--- src/rtl/dmem_responder.sv ---
// Data-memory responder: one outstanding valid/ready request, fixed access latency,
// byte-enabled stores committed at acceptance, loads read on entry to the response state.
//
// state | meaning
// IDLE  | req_ready high, waiting for a request
// WAIT  | request captured, counting down the access latency
// RESP  | rsp_valid high, holding the response until rsp_ready
module dmem_responder #(
  parameter int DEPTH   = 64,
  parameter int LATENCY = 2
) (
  input  logic        clk,
  input  logic        reset,
  input  logic        req_valid,
  output logic        req_ready,
  input  logic        req_we,
  input  logic [31:0] req_addr,
  input  logic [31:0] req_wdata,
  input  logic [3:0]  req_be,
  output logic        rsp_valid,
  input  logic        rsp_ready,
  output logic [31:0] rsp_rdata,
  output logic        rsp_err
);

  localparam int          AW       = (DEPTH > 1) ? $clog2(DEPTH) : 1;
  localparam logic [29:0] DEPTH_W  = 30'(DEPTH);
  localparam logic [3:0]  CNT_INIT = 4'(LATENCY - 1);

  typedef enum logic [1:0] {IDLE, WAIT, RESP} state_t;

  state_t          state, state_nxt;
  logic [3:0]      cnt, cnt_nxt;
  logic [31:0]     mem [DEPTH];
  logic [AW-1:0]   idx_q;
  logic            we_q;
  logic            err_q;
  logic [AW-1:0]   req_idx;
  logic            req_err;
  logic            accept;
  logic            rsp_done;
  logic            enter_resp;

  assign req_idx    = req_addr[AW+1:2];
  // Full word index is compared, so out-of-range addresses never alias onto storage.
  assign req_err    = (req_addr[1:0] != 2'b00) || (req_addr[31:2] >= DEPTH_W);
  assign req_ready  = (state == IDLE);
  assign rsp_valid  = (state == RESP);
  assign accept     = req_valid && req_ready;
  assign rsp_done   = rsp_valid && rsp_ready;
  assign enter_resp = (state == WAIT) && (cnt == 4'd0);

  always_comb begin
    state_nxt = state;
    cnt_nxt   = cnt;
    case (state)
      IDLE: begin
        if (accept) begin
          state_nxt = WAIT;
          cnt_nxt   = CNT_INIT;
        end
      end
      WAIT: begin
        if (cnt == 4'd0) state_nxt = RESP;
        else             cnt_nxt   = cnt - 4'd1;
      end
      RESP: begin
        if (rsp_ready) state_nxt = IDLE;
      end
      default: state_nxt = IDLE;
    endcase
  end

  always_ff @(posedge clk or posedge reset) begin
    if (reset) begin
      state     <= IDLE;
      cnt       <= 4'd0;
      idx_q     <= '0;
      we_q      <= 1'b0;
      err_q     <= 1'b0;
      rsp_rdata <= 32'd0;
      rsp_err   <= 1'b0;
    end else begin
      state <= state_nxt;
      cnt   <= cnt_nxt;
      if (accept) begin
        idx_q <= req_idx;
        we_q  <= req_we;
        err_q <= req_err;
      end
      if (enter_resp) begin
        rsp_err   <= err_q;
        rsp_rdata <= (we_q || err_q) ? 32'd0 : mem[idx_q];
      end else if (rsp_done) begin
        rsp_err   <= 1'b0;
        rsp_rdata <= 32'd0;
      end
    end
  end

  // Storage is deliberately left out of reset so a committed store survives it.
  always_ff @(posedge clk) begin
    if (accept && req_we && !req_err) begin
      for (int i = 0; i < 4; i++) begin
        if (req_be[i]) mem[req_idx][8*i +: 8] <= req_wdata[8*i +: 8];
      end
    end
  end

endmodule

--- config.mk ---
export PLATFORM = sky130hd
export DESIGN_NAME = dmem_responder
export DESIGN_NICKNAME = d
export VERILOG_FILES = /design/src/rtl/dmem_responder.sv
export SDC_FILE = /design/constraint.sdc
export NUM_CORES = 2
export LEC_CHECK = 0
export CORE_MARGIN = 2
export CORE_UTILIZATION = 26
export CTS_CLUSTER_DIAMETER = 100
export DETAILED_ROUTE_END_ITERATION = 8
export PLACE_DENSITY = 0.52
export SLEW_MARGIN = 30
export SYNTH_ARGS = -nofsm -noshare
export SYNTH_HDL_FRONTEND = slang
export SYNTH_SLANG_ARGS = --single-unit
--- constraint.sdc ---
create_clock -name clk -period 3.5 [get_ports clk]
set_input_delay 0.35 -clock clk [delete_from_list [all_inputs] [get_ports clk]]
set_output_delay 0.35 -clock clk [all_outputs]
set_load 0.005 [all_outputs]
==> results.py <==
metrics = {
    "run_status": {
        "status": "finished, violations left",
        "failed_checks": "hold timing",
    },
    "floorplanning": {
        "dieArea_um2": 322000,
        "fp.coreArea_um2": 315000,
        "initial_core_util_pct": 26.2,
        "rows": 206,
        "io_pins": 108,
        "die_h_um": 567,
        "die_w_um": 567,
    },
    "route": {
        "drtIter0Drc": 5765,
        "first_pass_iters": 9,
        "ant_nets": 0,
        "wl_mm": 265,
        "viasPerCell": 4.89,
        "route.detailed.drc": 0,
        "wire_per_inst_um": 29.1,
        "num_vias": 44400,
    },
    "cts": {
        "cts_tree": "built",
        "numCtsBuffers": 214,
        "clock_latency_ns": 0.88,
        "cts-root-buf": "clkbuf_16",
        "cts.sinks": 2095,
        "h-tree-depth": 4,
        "cts_buffer_depth": 3,
        "clkTransAtPathRegs_ns": 0.06,
        "cts_resized": 0,
    },
    "power_and_ir_drop": {
        "peakVddDrop_uv": 495,
        "power_density_nw_per_um2": 724,
        "power_leakage_nw": 32.1,
        "total_power_w": 0.0713,
    },
    "synth": {
        "synth_flop_cell": "edfxtp_1",
        "yosysSeqAreaShare_pct": 75.9,
        "postSynthAreaPerCell_um2": 20.2,
        "synth_cell_types": 64,
        "netlist_instances": 4089,
        "synth-seq-cells": 2095,
        "synthArstFlopShare_pct": 2.24,
        "syn-num-nets": 4164,
        "synth_edf_count": 2048,
        "synthesis.area_um2": 82500,
        "ys.warnings.count": 0,
    },
    "sta": {
        "rsz0062_at_grt": "false",
        "finalWorstPathRequiredPeriod_ns": 3.27,
        "period_share_pct": 93.3,
        "drv_slew": 0,
        "hold_ws_ns": -0.00264,
        "setup_tns_ns": 0,
        "fmax_ghz": 0.306,
        "finClkSkew_ns": 0.0602,
        "worst_slack_ns": 0.235,
        "slew_headroom_pct": 34.3,
        "worstMarginPinSlew_ns": 0.983,
        "finalHoldViolCount": 1,
        "setup_violations": 0,
    },
    "worst_setup_path": {
        "critPathMaxStageDelay_ns": 0.77,
        "slowest_stage": "dfrtp_4",
        "cp-end-kind": "flop",
        "crit_arrival_ns": 4.02,
        "worst_path_dominant_cell_family": "compound AO/OA/AOI/OAI gates",
        "crit_type": "reg -> reg",
        "path_cells": "buf_12, buf_4, mux4_2, a22o_1, a221oi_1, o22ai_1, a211o_1",
        "crit_fanout": 26,
        "setup.worst_path.start_class": "flop",
        "worstPathRequired_ns": 4.26,
        "cp_num_buf_inv": 2,
    },
    "final_layout": {
        "layout-area-overhead-vs-synth_pct": 19.3,
        "drive_gt1_share_pct": 25.6,
        "regArea_um2": 62700,
        "fin_cells": 9077,
        "nets": 4793,
        "fillCellCount": 30600,
        "multi_input_area_um2": 18000,
    },
    "placed_design": {
        "hpwl_mm": 176,
        "numPortBuffers": 107,
        "dp.cells": 8654,
        "finalWeightedCongestion": 0.870,
        "pre_cts_slack_ns": 0.144,
    },
    "global_routing": {
        "grt_pass1_wl_mm": 364,
        "grt_max_degree": 65,
        "first_global_vias": 44100,
        "grt-ovfl-total": 0,
        "antenna_found_initial": 44,
        "grt_usage_pct": 16.1,
    },
    "worst_hold_path": {
        "min_path_type": "in -> reg",
    },
    "job": {
        "cap_violations": 0,
    },
}
-- power breakdown --
part | switching [W] | internal, W
combinational | 0.0126 | 0.00847
sequential | 0.000443 | 0.0276
clock | 0.00979 | 0.0124
-- flip-flops by register name (all words and copies together), names as in the netlist --
name       cells
cnt            4
err_q          1
idx_q          6
mem         2048
rsp_err        1
rsp_rdata     32
state          2
we_q           1
-- final cells by class --
cell class / count / share of cell area, %
flip-flops and latches: 2095 / 63.6
multi-input cells: 1739 / 18.3
diodes: 12 / 0.0305
inverters: 7 / 0.0305
repair buffers: 661 / 5.85
clock buffers: 274 / 5.73
well taps: 4160 / 5.28
clock inverters: 129 / 1.18
-- metrics by stage --
stage	util, %	instance area, um2	hold WS, ns
3_5_place_dp	29.0	91600	0.489
4_1_cts	31.2	98400	0.00412
6_report	31.2	98500	-0.00264
2_1_floorplan	-	82500	0.449
3_3_place_gp	29.0	91600	0.496
5_1_grt	31.2	98500	0.0105
-- repair_timing --
| item | in CTS | in global routing |
|---|---|---|
| hold endpoints to repair | 143 | 0 |
| buffers inserted | 0 | 0 |
| hold buffers | 8 | 0 |
-- per-layer routing --
metal / GRT usage (%) / share of wire, % / vias to the layer above / wire length, um
li1: - / - / 18100 / -
met1: 22.0 / 42 / 23800 / 112000
met2: 25.5 / 46 / 2077 / 122000
met3: 3.22 / 8.0 / 426 / 21100
met4: 5.42 / 3.5 / 4 / 9320
met5: 0 / 0.010 / - / 27
-- Yosys cell counts, drive strengths merged, types with 10 or more instances --
cell type | count | area share [%]
a221oi | 45 | 0.55
mux4 | 356 | 9.9
o22ai | 24 | 0.18
nor2 | 285 | 1.3
clkbuf | 87 | 0.52
mux2i | 392 | 4.8
nand3 | 19 | 0.12
a211oi | 10 | 0.091
dfrtp | 47 | 1.4
a2111oi | 24 | 0.35
o21ai | 19 | 0.12
a32oi | 16 | 0.17
nand2 | 185 | 0.84
a21oi | 61 | 0.37
mux2 | 14 | 0.19
and3 | 12 | 0.092
a22o | 46 | 0.49
nor4 | 12 | 0.11
edfxtp | 2048 | 75
a22oi | 111 | 1.0
nor2b | 17 | 0.13
a211o | 16 | 0.17
buf | 161 | 1.9
-- cells in the final DEF (no fill, tap or decap), types with 19 or more instances in the layout --
cell type,count
edfxtp_1,2048
buf_4,502
mux2i_1,392
mux4_2,316
nor2_1,279
clkbuf_16,215
nand2_1,178
a22oi_1,111
clkdlybuf4s50_1,75
clkinv_1,61
a21oi_1,60
clkbuf_1,55
buf_12,52
a22o_1,45
dfrtp_1,42
mux4_1,40
a221oi_1,35
clkinv_2,31
o22ai_1,24
buf_2,24
nand3_1,19
-- final timing paths --
kind                            depth (start not counted)            end  slack (ns)           from
worst max-delay path                                    7  rsp_rdata[21]        0.23       idx_q[1]
worst min-delay path                                    1    mem[40][15]      -0.003  req_wdata[15]
worst max register to register                          7  rsp_rdata[21]        0.23       idx_q[1]
worst min register to register                          1         cnt[0]        0.50         cnt[0]
max in group asynchronous                               4   rsp_rdata[3]        2.25          reset
min in group asynchronous                               3         cnt[2]        0.45          reset
-- logic make-up (layout without fill, tap and decap cells) --
kind of cell	Yosys count	count (layout)	synth area share, %
other cells	0	12	0
simple gates	568	568	2.90
flops	2095	2095	75.9
buf+inv	255	1071	2.42
fa+ha+maj	2	2	0.0303
xor+xnor	2	2	0.0212
compound gates	405	405	3.84
mux	762	762	14.8
No activity file was read; power rests on OpenSTA's default activity.
